--- src/rtl/mul_share_sched_if.sv ---
// Client-side request/response bundle for the shared multiplier scheduler.
// Master = client blocks, slave = scheduler.
interface mul_share_sched_if #(
  parameter int unsigned SIZE = 4,
  parameter int unsigned NREQ = 4,
  parameter int unsigned IDW  = 2
);
  logic [NREQ-1:0]      req_valid;
  logic [NREQ*SIZE-1:0] req_a;
  logic [NREQ*SIZE-1:0] req_b;
  logic [NREQ-1:0]      req_ready;
  logic                 rsp_valid;
  logic [IDW-1:0]       rsp_id;
  logic [2*SIZE-1:0]    rsp_data;

  modport master (
    output req_valid, req_a, req_b,
    input  req_ready, rsp_valid, rsp_id, rsp_data
  );

  modport slave (
    input  req_valid, req_a, req_b,
    output req_ready, rsp_valid, rsp_id, rsp_data
  );
endinterface

--- src/rtl/mul_share_sched.sv ---
// Round-robin scheduler sharing one external pipelined multiplier among NREQ
// requesters; a tag pipeline carries each op's requester id alongside the product.
module mul_share_sched #(
  parameter  int unsigned SIZE = 4,
  parameter  int unsigned NREQ = 4,
  parameter  int unsigned LAT  = 4,
  parameter  int unsigned IDW  = $clog2(NREQ),
  localparam int unsigned CNTW = $clog2(LAT + 2)
) (
  input  logic                 clk,
  input  logic                 rst_n,
  input  logic                 i_en,
  mul_share_sched_if.slave     bus,
  output logic [SIZE-1:0]      o_mul_a,
  output logic [SIZE-1:0]      o_mul_b,
  input  logic [2*SIZE-1:0]    i_mul_out,
  output logic [CNTW-1:0]      o_inflight,
  output logic                 o_idle
);

  logic [IDW-1:0]    r_rr_ptr;
  logic [LAT-1:0]    r_tag_vld;
  logic [IDW-1:0]    r_tag_id [LAT];
  logic [SIZE-1:0]   r_mul_a;
  logic [SIZE-1:0]   r_mul_b;
  logic              r_rsp_valid;
  logic [IDW-1:0]    r_rsp_id;
  logic [2*SIZE-1:0] r_rsp_data;
  logic [CNTW-1:0]   r_inflight;
  logic              r_idle;

  logic              w_found;
  logic [IDW-1:0]    w_gnt_id;
  logic [NREQ-1:0]   w_grant;
  logic              w_accept;
  logic [SIZE-1:0]   w_op_a;
  logic [SIZE-1:0]   w_op_b;
  logic [IDW-1:0]    w_rr_nxt;
  logic [CNTW-1:0]   w_inflight_nxt;

  // Requester index base+off wrapped modulo NREQ (both operands are < NREQ).
  function automatic logic [IDW-1:0] rr_index(input logic [IDW-1:0] base,
                                              input int unsigned off);
    int unsigned s;
    s = 32'(base) + off;
    if (s >= NREQ) s = s - NREQ;
    return IDW'(s);
  endfunction

  // First valid requester at or after rr_ptr wins the grant.
  always_comb begin : grant_search
    w_found  = 1'b0;
    w_gnt_id = '0;
    w_grant  = '0;
    if (i_en) begin
      for (int unsigned n = 0; n < NREQ; n++) begin
        if (!w_found && bus.req_valid[rr_index(r_rr_ptr, n)]) begin
          w_found  = 1'b1;
          w_gnt_id = rr_index(r_rr_ptr, n);
        end
      end
    end
    if (w_found) w_grant[w_gnt_id] = 1'b1;
  end

  // A grant is only ever given to a valid requester, so a grant is an accept.
  assign w_accept      = w_found;
  assign bus.req_ready = w_grant;
  assign w_op_a        = bus.req_a[32'(w_gnt_id) * SIZE +: SIZE];
  assign w_op_b        = bus.req_b[32'(w_gnt_id) * SIZE +: SIZE];
  assign w_rr_nxt      = (32'(w_gnt_id) == NREQ - 1) ? '0 : w_gnt_id + IDW'(1);

  // Occupancy counts an op from its accept through its response pulse cycle.
  always_comb begin : inflight_next
    w_inflight_nxt = r_inflight;
    if (w_accept && !r_rsp_valid) begin
      w_inflight_nxt = r_inflight + CNTW'(1);
    end else if (!w_accept && r_rsp_valid) begin
      w_inflight_nxt = r_inflight - CNTW'(1);
    end
  end

  // Operand issue and round-robin pointer.
  always_ff @(posedge clk) begin : issue_reg
    if (!rst_n) begin
      r_rr_ptr <= '0;
      r_mul_a  <= '0;
      r_mul_b  <= '0;
    end else if (w_accept) begin
      r_rr_ptr <= w_rr_nxt;
      r_mul_a  <= w_op_a;
      r_mul_b  <= w_op_b;
    end else begin
      r_mul_a  <= '0;
      r_mul_b  <= '0;
    end
  end

  // Tag pipeline, matched to the multiplier latency.
  always_ff @(posedge clk) begin : tag_pipe
    if (!rst_n) begin
      r_tag_vld <= '0;
      for (int unsigned i = 0; i < LAT; i++) r_tag_id[i] <= '0;
    end else begin
      r_tag_vld[0] <= w_accept;
      r_tag_id[0]  <= w_accept ? w_gnt_id : '0;
      for (int unsigned i = 1; i < LAT; i++) begin
        r_tag_vld[i] <= r_tag_vld[i-1];
        r_tag_id[i]  <= r_tag_id[i-1];
      end
    end
  end

  // Response capture; id/data hold between pulses.
  always_ff @(posedge clk) begin : rsp_reg
    if (!rst_n) begin
      r_rsp_valid <= 1'b0;
      r_rsp_id    <= '0;
      r_rsp_data  <= '0;
    end else if (r_tag_vld[LAT-1]) begin
      r_rsp_valid <= 1'b1;
      r_rsp_id    <= r_tag_id[LAT-1];
      r_rsp_data  <= i_mul_out;
    end else begin
      r_rsp_valid <= 1'b0;
    end
  end

  always_ff @(posedge clk) begin : occupancy_reg
    if (!rst_n) begin
      r_inflight <= '0;
      r_idle     <= 1'b1;
    end else begin
      r_inflight <= w_inflight_nxt;
      r_idle     <= (w_inflight_nxt == '0);
    end
  end

  assign o_mul_a       = r_mul_a;
  assign o_mul_b       = r_mul_b;
  assign bus.rsp_valid = r_rsp_valid;
  assign bus.rsp_id    = r_rsp_id;
  assign bus.rsp_data  = r_rsp_data;
  assign o_inflight    = r_inflight;
  assign o_idle        = r_idle;

  a_grant_onehot0 : assert property (@(posedge clk) disable iff (!rst_n) $onehot0(w_grant));
  a_inflight_max  : assert property (@(posedge clk) disable iff (!rst_n)
                                     r_inflight <= CNTW'(LAT + 1));
  a_rsp_accounted : assert property (@(posedge clk) disable iff (!rst_n)
                                     r_rsp_valid |-> (r_inflight != '0));

endmodule

--- src/flat_wrapper.sv ---
// flat-port wrapper written by rule: the top's interface ports become plain ports
module mul_share_sched_flat 
#(
  parameter  int unsigned SIZE = 4,
  parameter  int unsigned NREQ = 4,
  parameter  int unsigned LAT  = 4,
  parameter  int unsigned IDW  = $clog2(NREQ),
  localparam int unsigned CNTW = $clog2(LAT + 2)
)
  (clk, rst_n, i_en, o_mul_a, o_mul_b, i_mul_out, o_inflight, o_idle, bus_req_valid, bus_req_a, bus_req_b, bus_req_ready, bus_rsp_valid, bus_rsp_id, bus_rsp_data);
  mul_share_sched_if #(.SIZE(SIZE), .NREQ(NREQ), .IDW(IDW)) bus_i ();
  input  logic clk;
  input  logic rst_n;
  input  logic i_en;
  output logic [SIZE-1:0] o_mul_a;
  output logic [SIZE-1:0] o_mul_b;
  input  logic [2*SIZE-1:0] i_mul_out;
  output logic [CNTW-1:0] o_inflight;
  output logic o_idle;
  input wire logic [$bits(bus_i.req_valid)-1:0] bus_req_valid;
  input wire logic [$bits(bus_i.req_a)-1:0] bus_req_a;
  input wire logic [$bits(bus_i.req_b)-1:0] bus_req_b;
  output wire logic [$bits(bus_i.req_ready)-1:0] bus_req_ready;
  output wire logic [$bits(bus_i.rsp_valid)-1:0] bus_rsp_valid;
  output wire logic [$bits(bus_i.rsp_id)-1:0] bus_rsp_id;
  output wire logic [$bits(bus_i.rsp_data)-1:0] bus_rsp_data;
  assign bus_i.req_valid = bus_req_valid;
  assign bus_i.req_a = bus_req_a;
  assign bus_i.req_b = bus_req_b;
  assign bus_req_ready = bus_i.req_ready;
  assign bus_rsp_valid = bus_i.rsp_valid;
  assign bus_rsp_id = bus_i.rsp_id;
  assign bus_rsp_data = bus_i.rsp_data;
  mul_share_sched #(.SIZE(SIZE), .NREQ(NREQ), .LAT(LAT), .IDW(IDW)) u_core (.clk(clk), .rst_n(rst_n), .i_en(i_en), .bus(bus_i), .o_mul_a(o_mul_a), .o_mul_b(o_mul_b), .i_mul_out(i_mul_out), .o_inflight(o_inflight), .o_idle(o_idle));
endmodule
--- config.mk ---
export PLATFORM = sky130hd
export DESIGN_NAME = mul_share_sched_flat
export DESIGN_NICKNAME = d
export VERILOG_FILES = /design/src/rtl/mul_share_sched_if.sv /design/src/rtl/mul_share_sched.sv /design/src/flat_wrapper.sv
export SDC_FILE = /design/constraint.sdc
export NUM_CORES = 1
export LEC_CHECK = 0
export CAP_MARGIN = 20
export CORE_AREA = 2 2 79 81
export DETAILED_ROUTE_END_ITERATION = 8
export DIE_AREA = 0 0 81 83
export PLACE_DENSITY_LB_ADDON = 0.12
export SETUP_SLACK_MARGIN = 0.15
export SYNTH_ARGS = -nofsm -noshare
export SYNTH_HDL_FRONTEND = slang
export SYNTH_SLANG_ARGS = --single-unit
--- constraint.sdc ---
create_clock -name clk -period 3.3 [get_ports clk]
set_input_delay 0.99 -clock clk [delete_from_list [all_inputs] [get_ports clk]]
set_output_delay 0.99 -clock clk [all_outputs]
set_load 0.01 [all_outputs]
* Word-level counts from Yosys, hierarchy flattened
Memories as Yosys holds them, arrays and structs flattened. A register that Yosys moved wholly into a read port is not among the register bits.
Index checks and enable logic that the tools add are counted.
** Cells by class
- Add/subtract/negate cells :: 10
- Multipliers :: 0
- Div/mod/pow operators :: 0
- Order comparisons :: 10
- Equal/unequal tests :: 1
- Shift-type cells :: 2
- Multiplexer cells :: 43
- Bitwise operators :: 4
- Reduce and logical (&&, ||, !) cells :: 14
** Operator list (count)
- 2-bit two-way mux :: 19
- 16-bit by 5-bit variable part select with 4-bit output :: 2
- 1-bit two-way mux :: 16
- 2-bit by 3-bit less-than comparator with 1-bit output, second input constant :: 5
- 3-bit >= comparator, second input constant :: 3
- 1-bit binary-select mux with 2-bit select :: 4
- 2-bit by 1-bit subtractor with 2-bit output, second input constant :: 4
- 2-bit by 2-bit adder with 3-bit output, second input constant :: 2
- 1-bit logical AND :: 6
- 1-bit zero test :: 6
- 3-bit two-way mux :: 2
- 4-bit two-way mux :: 1
- 1-bit bitwise OR :: 4
- 2-bit by 1-bit adder with 3-bit output, second input constant :: 1
- 3-bit by 1-bit adder with 3-bit output, second input constant :: 1
- 2-bit by 3-bit >= comparator with 1-bit output, second input constant :: 1
- 3-bit zero test :: 1
- 3-bit by 1-bit subtractor with 3-bit output, second input constant :: 1
- 2-bit by 1-bit adder with 2-bit output, second input constant :: 1
- 1-bit demux with 2-bit select :: 1
- 2-bit == test, second input constant :: 1
- 2-bit by 1-bit >= comparator with 1-bit output, second input constant :: 1
- 2-bit AND reduction :: 1
** Storage, ports and cells
- Register bits :: 27
- Latch bits :: 0
- RAM bits :: 8
- Memory bits (read-only) :: 0
- Output and inout bits :: 27
- Word-level logic and storage cells :: 93
- Memories :: 1
** Memories
- u_core.r_tag_id :: depth 4, bits a word 2, rd ports 4, clocked after memory_dff 1, wr ports 4, RTL line mul_share_sched.sv:23 : logic [IDW-1:0] r_tag_id [LAT];

* Depth between registers and ports, before layout
Gate-level depths: netlist of the first run.
- Depth in word-level cells :: 24
- Gate-level depth with buffers :: 8
- Gate-level depth less buffers :: 7

* Worst setup path after synthesis of the first run
No wires, ideal clock.
- Path kind :: input to output
- Start point :: input port bus_req_valid[3]
- End point :: output port bus_req_ready[1]
- Arrival time :: 2.172 ns
- Setup slack :: 0.138 ns
- Cell stages on the path :: 8
- Path buffers :: 1
- Path through :: buf_2 -> nand2b_1 -> a21oi_1 -> nor2_4 -> nand2_1 -> inv_1 -> ha_1 -> and2_1
** On the way
- Longest elaborated chain between the ends :: 21
- Elaborated cells on any way between the ends :: 33
** Ends and longest elaborated chain
- from (decl) :: RTL line flat_wrapper.sv:20 : input wire logic [$bits(bus_i.req_valid)-1:0] bus_req_valid;
- 1-bit binary-select mux with 2-bit select :: RTL line mul_share_sched.sv:57 : if (!w_found && bus.req_valid[rr_index(r_rr_ptr, n)]) begin
- 1-bit two-way mux (not written as such) :: RTL line mul_share_sched.sv:57
- 1-bit two-way mux :: RTL line mul_share_sched.sv:57
- 1-bit two-way mux :: RTL line mul_share_sched.sv:55 : if (i_en) begin
- 1-bit zero test :: RTL line mul_share_sched.sv:57
- 1-bit logical AND :: RTL line mul_share_sched.sv:57
- 1-bit two-way mux :: RTL line mul_share_sched.sv:57
- 1-bit two-way mux :: RTL line mul_share_sched.sv:55
- (+6 left out)
- 2-bit two-way mux * :: RTL line mul_share_sched.sv:57
- 2-bit two-way mux * :: RTL line mul_share_sched.sv:55
- named net u_core.w_gnt_id[0] :: RTL line mul_share_sched.sv:33 : logic [IDW-1:0] w_gnt_id;
- 2-bit by 3-bit less-than comparator with 1-bit output (not written as such) or 2-bit by 1-bit >= comparator with 1-bit output (tied branches) :: RTL line mul_share_sched.sv:63 : if (w_found) w_grant[w_gnt_id] = 1'b1;
- 1-bit logical AND (not written as such) :: RTL line mul_share_sched.sv:63
- 1-bit two-way mux (not written as such) :: RTL line mul_share_sched.sv:63
- 1-bit demux with 2-bit select *
- 4-bit two-way mux * :: RTL line mul_share_sched.sv:63
- to (decl) :: RTL line flat_wrapper.sv:23 : output wire logic [$bits(bus_i.req_ready)-1:0] bus_req_ready;
The timed path passes the listed nets; every way through them passes the cells marked *. The select of a mux whose other input is x is not followed.

* Worst setup path in the final report of the first run
- Start point :: input port bus_req_valid[0]
- End point :: output port bus_req_ready[1]
Same word-level chain as after synthesis.

==> results.json, run 1 <==
{
  "synthFlopType": "dfxtp_1",
  "p_leak_nw": 1.16,
  "ys.warnings.count": 0,
  "rsz0062_at_grt": "true",
  "gp_congestion": 0.750,
  "numClockSinks": 37,
  "yosysMostFrequentCell": "dfxtp_1",
  "finalCriticalPeriod_ns": 3.17,
  "drc": 0,
  "portBuffers": 73,
  "nNetsFinal": 321,
  "cp_max_fo": 6,
  "p_int_uw": 799,
  "ant_nets": 0,
  "drive_gt1_share_pct": 33.1,
  "hold_slack_ns": 0.435,
  "cp-end-kind": "primary output",
  "p_sw_uw": 310,
  "syn_area_um2": 1700,
  "synth_edf_count": 0,
  "p_sw_share_pct": 28.0,
  "routed_wl_mm": 4.25,
  "die_area_um2": 6720,
  "first_iter_violations": 18,
  "die_y_um": 83,
  "syn_to_final_growth_pct": 73.0,
  "initial_utilization_pct": 29.3,
  "synthXorXnorAreaFrac_pct": 1.03,
  "worst_skew_pair.late_latency_ns": 0.29,
  "nFillCells": 563,
  "rows": 28,
  "status": "finished, final reports clean",
  "synth_top_family_by_area": "simple AND/OR/NAND/NOR gates",
  "ioPinCount": 74,
  "clk_pin_slew_ns": 0.08,
  "cts_tree": "yes",
  "grt_pass1_vias": 1564,
  "hpwl_mm": 2.80,
  "cts_buffers": 5,
  "yosysUniqueCellTypes": 39,
  "crit_arrival_ns": 2.18,
  "dieWidth_um": 81,
  "netlist.area_leader.share_pct": 43.5,
  "vias": 1521,
  "n_antenna_cell": 0,
  "synth_compound_area_share_pct": 13.6,
  "syn_nets": 216,
  "antenna_found_initial": 0,
  "drv_cap": 0,
  "viasPerCell": 4.42,
  "worstMarginPinSlew_ns": 0.668,
  "post_drt_wl_per_cell_um": 12.4,
  "muxShareOfSynthArea_pct": 11.2,
  "report.final.slew_viol_count": 0,
  "seqCellArea_um2": 741,
  "synthTopCellsByArea": "dfxtp_1 43%, mux2i_1 11%, nand3_2 5.3%, and2_1 5.1%, o211ai_2 5.1%",
  "synth_area_leader_cell": "dfxtp_1",
  "async_flop_share_pct": 0,
  "htree_levels": 2,
  "timing.setup.tns_ns": 0,
  "finalHoldViolCount": 0,
  "crit_required_ns": 2.31,
  "period_share_pct": 96.1,
  "core_um2": 5820,
  "multi_input_area_um2": 973,
  "synth-simple-area-share_pct": 20.2,
  "synthAdderAreaFrac_pct": 5.00,
  "clkPwrFrac_pct": 29.4,
  "vdd_drop_max_v": 0.000159,
  "hold_path.class": "reg2reg",
  "setup_viol": 0,
  "cts-root-buf": "clkbuf_8",
  "synthCells": 163,
  "finClkSkew_ns": 0.00539,
  "fmax_ghz": 0.315,
  "grt_start_max_net_pins": 18,
  "p_seq_share_pct": 43.7,
  "synth_area_per_cell_um2": 10.4,
  "pwr-share-comb_pct": 26.9,
  "relSlewSlack_pct": 55.3,
  "grt_use_total_pct": 13.4,
  "cts.path.max_buffers": 2,
  "yosys-top-cells-count": "37 x dfxtp_1, 19 x mux2i_1, 14 x and2_1",
  "p_per_area_nw_per_um2": 377,
  "grt_first_pass_wirelength_mm": 7.04,
  "overflow": 0,
  "ys_ff_latch": 37,
  "crit_type": "in2out",
  "fin_ws_ns": 0.129,
  "dr.pass1.iters": 4,
  "cts_hold_buf": 0,
  "setup.worst_path.start_class": "primary input",
  "pre_cts_slack_ns": -0.757,
  "synth_sequential_area_ratio_pct": 43.5
}
[per-stage QoR]
step                cells  total power, mW  utilization (%)  instance area (um^2)
floorplan             163            0.611                -                  1710
global placement      314            0.738             44.0                  2560
detailed placement    314            0.739             44.0                  2560
CTS                   342             1.10             48.0                  2790
global route          344             1.17             50.6                  2950
finish                344             1.11             50.6                  2950
[sequential cells by signal (all words and copies together), names as in the netlist]
register,count
u_core.bus.rsp_data,8
u_core.bus.rsp_id,2
u_core.bus.rsp_valid,1
u_core.o_idle,1
u_core.o_inflight,3
u_core.o_mul_a,4
u_core.o_mul_b,4
u_core.r_rr_ptr,2
u_core.r_tag_id,8
u_core.r_tag_vld,4
[power by group through the flow]
stage	logic (mW)	registers [mW]	clock network [mW]
after floorplan	0.111	0.500	0
after global placement	0.244	0.494	0
after detailed placement	0.245	0.494	0
after CTS	0.272	0.484	0.342
after global routing	0.325	0.488	0.360
final	0.298	0.484	0.326
[cell families (layout without fill, tap and decap cells)]
group / Yosys count / after routing
compound gates: 25 / 25
simple gates: 57 / 57
flops: 37 / 37
mux: 19 / 19
xor+xnor: 2 / 2
fa+ha+maj: 7 / 7
buf+inv: 16 / 122
[layout make-up]
class | instances | area share (%)
Tap cell | 75 | 3.19
Sequential cell | 37 | 25.1
Multi-Input combinational cell | 110 | 33.1
Timing Repair Buffer | 108 | 34.6
Clock inverter | 3 | 0.722
Inverter | 6 | 0.935
Clock buffer | 5 | 2.34
[cell usage in the layout (no fill, tap or decap), types with 4 or more instances in the layout]
cell type	n
and2_1	11
clkbuf_8	5
o211ai_2	7
ha_4	4
nand3_1	9
dfxtp_1	37
nand3_2	9
buf_4	31
a21oi_1	4
buf_6	10
nor2_1	11
clkdlybuf4s50_1	64
mux2i_1	18
[critical path, cell delays in order]
cell and delay, ns:
buf_12 0.11, o41a_1 0.46, nand2_2 0.13, inv_4 0.07
ha_4 0.15, and2_1 0.13, buf_2 0.14
[routing by layer]
layer	share of wire, %	GRT usage [%]	vias up
met5	0	0	-
met1	42	15.1	685
met4	1.9	4.93	0
li1	-	-	777
met2	48	22.5	50
met3	8.1	5.43	9
[worst paths after layout]
check	start	end	slack (ns)	depth (start not counted)
max reg2reg	u_core.r_rr_ptr[1]	u_core.r_rr_ptr[0]	0.50	18
min reg2reg	u_core.r_tag_id[1][1]	u_core.r_tag_id[2][1]	0.43	1
max	bus_req_valid[0]	bus_req_ready[1]	0.13	7
min	u_core.r_tag_id[1][1]	u_core.r_tag_id[2][1]	0.43	1
[timing repair]
item                                    in CTS  in global routing
resized for setup                           45                 31
pin swaps                                    7                 12
endpoints found under the setup margin       4                  5
buffers inserted                            20                  2
No activity file was read; power rests on OpenSTA's default activity.
==> run 2: changes to the inputs <==
--- a/config.mk
+++ b/config.mk
@@ -5,10 +5,11 @@
 export SDC_FILE = /design/constraint.sdc
 export NUM_CORES = 1
 export LEC_CHECK = 0
+export ABC_AREA = 1
 export CAP_MARGIN = 20
-export CORE_AREA = 2 2 79 81
+export CORE_AREA = 2 2 83 85
 export DETAILED_ROUTE_END_ITERATION = 8
-export DIE_AREA = 0 0 81 83
+export DIE_AREA = 0 0 85 87
 export PLACE_DENSITY_LB_ADDON = 0.12
 export SETUP_SLACK_MARGIN = 0.15
 export SYNTH_ARGS = -nofsm -noshare
==> run 2 against run 1 <==
Effect of this change:
- the run now ends with setup timing left
- critical path depth rose by 7
- register-to-register slack improved by 0.50 ns
- setup slack got worse by 0.14 ns
- count of clock-buffer cells in the layout rose by 1
- critical path type unchanged
- sequential share of layout area fell by 2.8 points
- largest power group is now combinational logic
- via count rose by 32%
- flip-flop and latch count did not move
- area after synthesis rose by 13%
- sequential power rose by 5.4%
- highest routed layer unchanged
- worst hold slack got worse by 0.021 ns
- cell count rose by 34%
==> results.json, run 2 <==
{
  "status": "finished, violations left",
  "violations": "setup timing",
  "core_um2": 6570,
  "drive_gt1_share_pct": 30.2,
  "rows": 30,
  "crit_path_top_delay_cell": "buf_2",
  "ioPinCount": 74,
  "period_share_pct": 100,
  "worst_skew_pair.late_latency_ns": 0.28,
  "finClkSkew_ns": 0.00209,
  "grt_first_pass_wirelength_mm": 8.78,
  "fin_ws_ns": -0.0133,
  "p_int_mw": 1.08,
  "synth_area_per_cell_um2": 7.16,
  "fin_area_um2": 3310,
  "r2r-end": "u_core.o_mul_b[2]",
  "nNetsFinal": 434,
  "report.final.slew_viol_count": 0,
  "grt_start_max_net_pins": 25,
  "yosysMostFrequentCell": "nand2_1",
  "vdd_drop_max_v": 0.000271,
  "cpPeakStageDelay_ns": 0.14,
  "cts_buffers": 5,
  "synthTopCellsByArea": "dfxtp_1 39%, nand2_1 13%, nand3_1 8.1%, nor2_1 6.8%, inv_1 5.7%",
  "first_iter_violations": 24,
  "synth_sequential_area_ratio_pct": 38.6,
  "gp_congestion": 0.827,
  "p_sw_uw": 621,
  "antenna_found_initial": 0,
  "hold_slack_ns": 0.413,
  "r2r_start": "u_core.r_rr_ptr[1]",
  "synth_edf_count": 0,
  "mostFrequentLayoutCells": "64 x clkdlybuf4s50_1, 60 x nand2_1, 37 x buf_4, 37 x dfxtp_1, 31 x nor2_1",
  "crit_arrival_ns": 2.32,
  "htree_levels": 2,
  "crit_chain": "buf_6 > inv_2 > nand2_4 > nand3_4 > nand2_4 > nor2_8 > nand3_2 > nand3_2 > nand3_4 > inv_4 > ha_4 > inv_2 > nor2_2 > buf_2",
  "viasPerCell": 4.36,
  "p_leak_nw": 1.58,
  "die_y_um": 87,
  "synth_area_leader_cell": "dfxtp_1",
  "die_area_um2": 7400,
  "crit_required_ns": 2.31,
  "cts.path.max_buffers": 2,
  "ant_nets": 0,
  "ys.warnings.count": 0,
  "finalHoldViolCount": 0,
  "cp-startpoint": "bus_req_valid[2]",
  "cp-end-kind": "primary output",
  "n_antenna_cell": 0,
  "overflow": 0,
  "setup.worst_path.start_class": "primary input",
  "path_buf_inv": 5,
  "yosysUniqueCellTypes": 26,
  "drv_cap": 0,
  "p_per_area_nw_per_um2": 514,
  "netlist.area_leader.share_pct": 38.6,
  "reg2reg_setup_slack_ns": 1.00,
  "crit_cells": 14,
  "dieWidth_um": 85,
  "initial_utilization_pct": 29.2,
  "rr_worst_depth": 16,
  "finalCriticalPeriod_ns": 3.31,
  "worstMarginPinSlew_ns": 0.356,
  "pwr-share-comb_pct": 51.4,
  "setup.worst_path.end": "bus_req_ready[3]",
  "rsz0062_at_grt": "true",
  "yosys-top-cells-count": "67 x nand2_1, 37 x dfxtp_1, 35 x nor2_1",
  "syn_nets": 321,
  "pre_cts_slack_ns": -0.901,
  "drc": 0,
  "final_common_cell": "clkdlybuf4s50_1",
  "clkPwrFrac_pct": 18.7,
  "crit_type": "in2out",
  "grt_pass1_vias": 1918,
  "setup_viol": 2,
  "place_area_um2": 2870,
  "timing.setup.tns_ns": -0.0265,
  "clk_pin_slew_ns": 0.07,
  "syn_to_final_growth_pct": 72.4,
  "dr.pass1.iters": 4,
  "syn_area_um2": 1920,
  "numClockSinks": 37,
  "post_drt_wl_per_cell_um": 11.4,
  "vias": 2009,
  "path_delay_family": "simple AND/OR/NAND/NOR gates",
  "synthFlopType": "dfxtp_1",
  "routed_wl_mm": 5.23,
  "p_seq_share_pct": 30.0,
  "portBuffers": 73,
  "cts_tree": "yes",
  "fmax_ghz": 0.302,
  "ys_ff_latch": 37,
  "relSlewSlack_pct": 76.2,
  "cts-root-buf": "clkbuf_8",
  "hpwl_mm": 3.57,
  "synthCells": 268,
  "cp_max_fo": 4,
  "hold_path.class": "reg2reg",
  "async_flop_share_pct": 0,
  "p_sw_share_pct": 36.5,
  "grt_use_total_pct": 14.7
}
## run 2: layout make-up
| type | count | area (um^2) |
|---|---|---|
| tap | 80 | 100 |
| fill | 626 | 3260 |
| inverter | 35 | 161 |
| clock inverter | 1 | 7.51 |
| clock buffer | 6 | 82.6 |
| sequential | 37 | 741 |
| timing repair buffer | 113 | 1040 |
| multi-input combinational | 189 | 1170 |
## run 2: what timing repair did
action / in CTS / in global routing
hold buffers: 0 / 0
endpoints found under the setup margin: 4 / 4
pin swaps: 26 / 11
buffers inserted: 15 / 6
gates cloned: 0 / 0
resized for setup: 76 / 17
## run 2: power by group through the flow
stage	clock [mW]	combinational [mW]	sequential, mW
6_report	0.318	0.874	0.510
5_1_grt	0.357	0.959	0.515
4_1_cts	0.334	0.811	0.508
2_1_floorplan	0	0.394	0.527
3_3_place_gp	0	0.683	0.517
3_5_place_dp	0	0.682	0.517
## run 2: logic make-up after synthesis
family          count (synthesis)  synth area share [%]
simple gates                  158                  40.5
flops                          37                  38.6
fa+ha+maj                       6                  3.91
buf+inv                        42                  9.97
compound gates                 25                  7.04
## run 2: tightest hold or removal path, stage by stage (launching register included)
cell	delay, ns
dfxtp_1	0.31
nand2_1	0.04
inv_1	0.04
## run 2: worst min path at each step
| stage | startpoint | to | slack, ns | depth (start not counted) |
|---|---|---|---|---|
| floorplan | u_core.r_tag_id[0][0] | u_core.r_tag_id[1][0] | 0.39 | 2 |
| global placement | u_core.r_tag_vld[1] | u_core.r_tag_vld[2] | 0.39 | 2 |
| detailed placement | u_core.r_tag_id[1][1] | u_core.r_tag_id[2][1] | 0.40 | 2 |
| CTS | u_core.r_tag_vld[0] | u_core.r_tag_vld[1] | 0.41 | 2 |
| global route | u_core.r_tag_vld[0] | u_core.r_tag_vld[1] | 0.44 | 2 |
| finish | u_core.r_tag_id[2][1] | u_core.r_tag_id[3][1] | 0.41 | 2 |
## run 2: stage by stage
stage,total power [mW],cells,utilization [%]
detailed placement,1.20,433,43.7
global placement,1.20,433,43.7
global route,1.83,461,50.4
finish,1.70,461,50.4
CTS,1.65,455,48.7
floorplan,0.921,268,-
## run 2: metal layers
layer | GRT usage (%) | part of all wire [%]
met4 | 3.46 | 1.0
met2 | 25.1 | 47
met1 | 17.9 | 44
met3 | 5.02 | 7.2
met5 | 0 | 0
==> run 3: changes to the inputs <==
--- a/config.mk
+++ b/config.mk
@@ -6,10 +6,11 @@
 export NUM_CORES = 1
 export LEC_CHECK = 0
 export ABC_AREA = 1
+export ABC_CLOCK_PERIOD_IN_PS = 3300
 export CAP_MARGIN = 20
-export CORE_AREA = 2 2 83 85
+export CORE_AREA = 2 2 78 80
 export DETAILED_ROUTE_END_ITERATION = 8
-export DIE_AREA = 0 0 85 87
+export DIE_AREA = 0 0 80 82
 export PLACE_DENSITY_LB_ADDON = 0.12
 export SETUP_SLACK_MARGIN = 0.15
 export SYNTH_ARGS = -nofsm -noshare
==> run 3 against run 2 <==
Effect of this change:
- the flow still finishes with violations (setup timing)
- cell count is 1.3% lower
- cell area increased by 1.6%
- critical path depth stayed put
- power grew 10%
- non-clock buffer count fell by 2
- via count up 3.2%
- sequential share of layout area fell by 0.34 points
- first-iteration DRC count up 110%
- maximum frequency is 0.17% lower
- clock power is 49% higher
- routed wire length up 4.9%
- critical path type unchanged
- highest routed layer unchanged
==> results.json, run 3 (synthesis gave the netlist of run 2 again) <==
{
  "finalHoldViolCount": 0,
  "grt_start_max_net_pins": 25,
  "initial_utilization_pct": 33.4,
  "cp-end-kind": "primary output",
  "power_mw": 1.88,
  "mostFrequentLayoutCells": "64 x clkdlybuf4s50_1, 58 x nand2_1, 37 x dfxtp_1",
  "p_sw_uw": 661,
  "rows": 28,
  "drv_cap": 0,
  "crit_required_ns": 2.31,
  "numClockSinks": 37,
  "pwr-share-comb_pct": 47.6,
  "nFillCells": 512,
  "syn_to_final_growth_pct": 75.1,
  "viasPerCell": 4.56,
  "cts.path.max_buffers": 2,
  "htree_levels": 2,
  "die_area_um2": 6560,
  "clk_pin_slew_ns": 0.08,
  "period_share_pct": 101,
  "report.final.slew_viol_count": 0,
  "post_drt_wl_per_cell_um": 12.1,
  "relSlewSlack_pct": 77.2,
  "finalCriticalPeriod_ns": 3.32,
  "finClkSkew_ns": 0.00761,
  "grt_use_total_pct": 16.2,
  "routed_wl_mm": 5.49,
  "n_antenna_cell": 0,
  "portBuffers": 73,
  "grt_pass1_vias": 1933,
  "first_iter_violations": 50,
  "drive_gt1_share_pct": 31.3,
  "cts_tree": "yes",
  "p_leak_nw": 1.60,
  "dr.pass1.iters": 4,
  "timing.setup.tns_ns": -0.0202,
  "status": "finished, violations left",
  "fin_area_um2": 3360,
  "antenna_found_initial": 0,
  "clkPwrFrac_pct": 25.3,
  "gp_congestion": 0.852,
  "ant_nets": 0,
  "hpwl_mm": 3.58,
  "ioPinCount": 74,
  "p_int_mw": 1.22,
  "worst_skew_pair.late_latency_ns": 0.29,
  "die_y_um": 82,
  "core_um2": 5750,
  "hold_path.class": "reg2reg",
  "dieWidth_um": 80,
  "p_seq_share_pct": 27.1,
  "final_common_cell": "clkdlybuf4s50_1",
  "crit_arrival_ns": 2.33,
  "hold_slack_ns": 0.416,
  "crit_type": "in2out",
  "cts-root-buf": "clkbuf_8",
  "cts_buffers": 5,
  "setup.worst_path.start_class": "primary input",
  "fin_ws_ns": -0.0191,
  "overflow": 0,
  "p_sw_share_pct": 35.2,
  "fmax_ghz": 0.301,
  "place_area_um2": 2860,
  "vdd_drop_max_v": 0.000240,
  "violations": "setup timing",
  "cp_max_fo": 4,
  "setup_viol": 2,
  "vias": 2074,
  "worstMarginPinSlew_ns": 0.341,
  "rsz0062_at_grt": "true",
  "drc": 0,
  "p_per_area_nw_per_um2": 559,
  "grt_first_pass_wirelength_mm": 8.42,
  "nNetsFinal": 432
}
run 3: area by class of cell:
| class | count | area (um^2) | share of cell area (%) |
|---|---|---|---|
| Multi-Input combinational cell | 189 | 1200 | 35.6 |
| Timing Repair Buffer | 111 | 1030 | 30.8 |
| Sequential cell | 37 | 741 | 22.0 |
| Inverter | 35 | 156 | 4.65 |
| Tap cell | 75 | 93.8 | 2.79 |
| Clock buffer | 5 | 68.8 | 2.05 |
| Clock inverter | 3 | 68.8 | 2.05 |
run 3: final timing paths:
| check | start | end | slack, ns | cells past startpoint |
|---|---|---|---|---|
| setup reg to reg | u_core.r_rr_ptr[1] | u_core.o_mul_b[1] | 1.07 | 17 |
| hold / removal | u_core.r_tag_vld[2] | u_core.r_tag_vld[3] | 0.42 | 2 |
| hold reg to reg | u_core.r_tag_vld[2] | u_core.r_tag_vld[3] | 0.42 | 2 |
| setup / recovery | bus_req_valid[0] | bus_req_ready[1] | -0.02 | 14 |
run 3: what timing repair did:
| item | CTS | global route |
|---|---|---|
| hold buffers | 0 | 0 |
| pin swaps | 28 | 13 |
| buffers inserted | 15 | 4 |
| setup endpoints to repair | 4 | 4 |
| resized for setup | 82 | 18 |
run 3: metrics by stage:
step	setup WS (ns)	utilization [%]	std cells
4_1_cts	0.0286	56.7	451
2_1_floorplan	0.152	-	268
3_3_place_gp	-0.857	49.8	428
5_1_grt	-0.0980	58.5	455
6_report	-0.0191	58.5	455
3_5_place_dp	-0.877	49.8	428
run 3: power by group through the flow:
stage / Combinational (mW) / Clock (mW) / Sequential, mW
2_1_floorplan: 0.394 / 0 / 0.527
6_report: 0.894 / 0.474 / 0.509
4_1_cts: 0.819 / 0.486 / 0.509
5_1_grt: 0.969 / 0.507 / 0.514
3_5_place_dp: 0.676 / 0 / 0.518
3_3_place_gp: 0.673 / 0 / 0.516
run 3: worst max-delay path, cell delays in order:
cell     delay [ns]
buf_6          0.10
inv_2          0.07
nand2_4        0.06
nand3_4        0.07
nand2_4        0.08
nor2_8         0.15
nand3_2        0.11
nand3_2        0.10
nand3_4        0.10
buf_6          0.15
ha_4           0.14
inv_2          0.05
nor2_2         0.03
buf_2          0.14
run 3: metal layers:
| layer | wire length [um] | GRT usage, % |
|---|---|---|
| met5 | 0 | 0 |
| met4 | 67 | 3.05 |
| met3 | 453 | 4.95 |
| met2 | 2610 | 29.5 |
| met1 | 2370 | 19.0 |
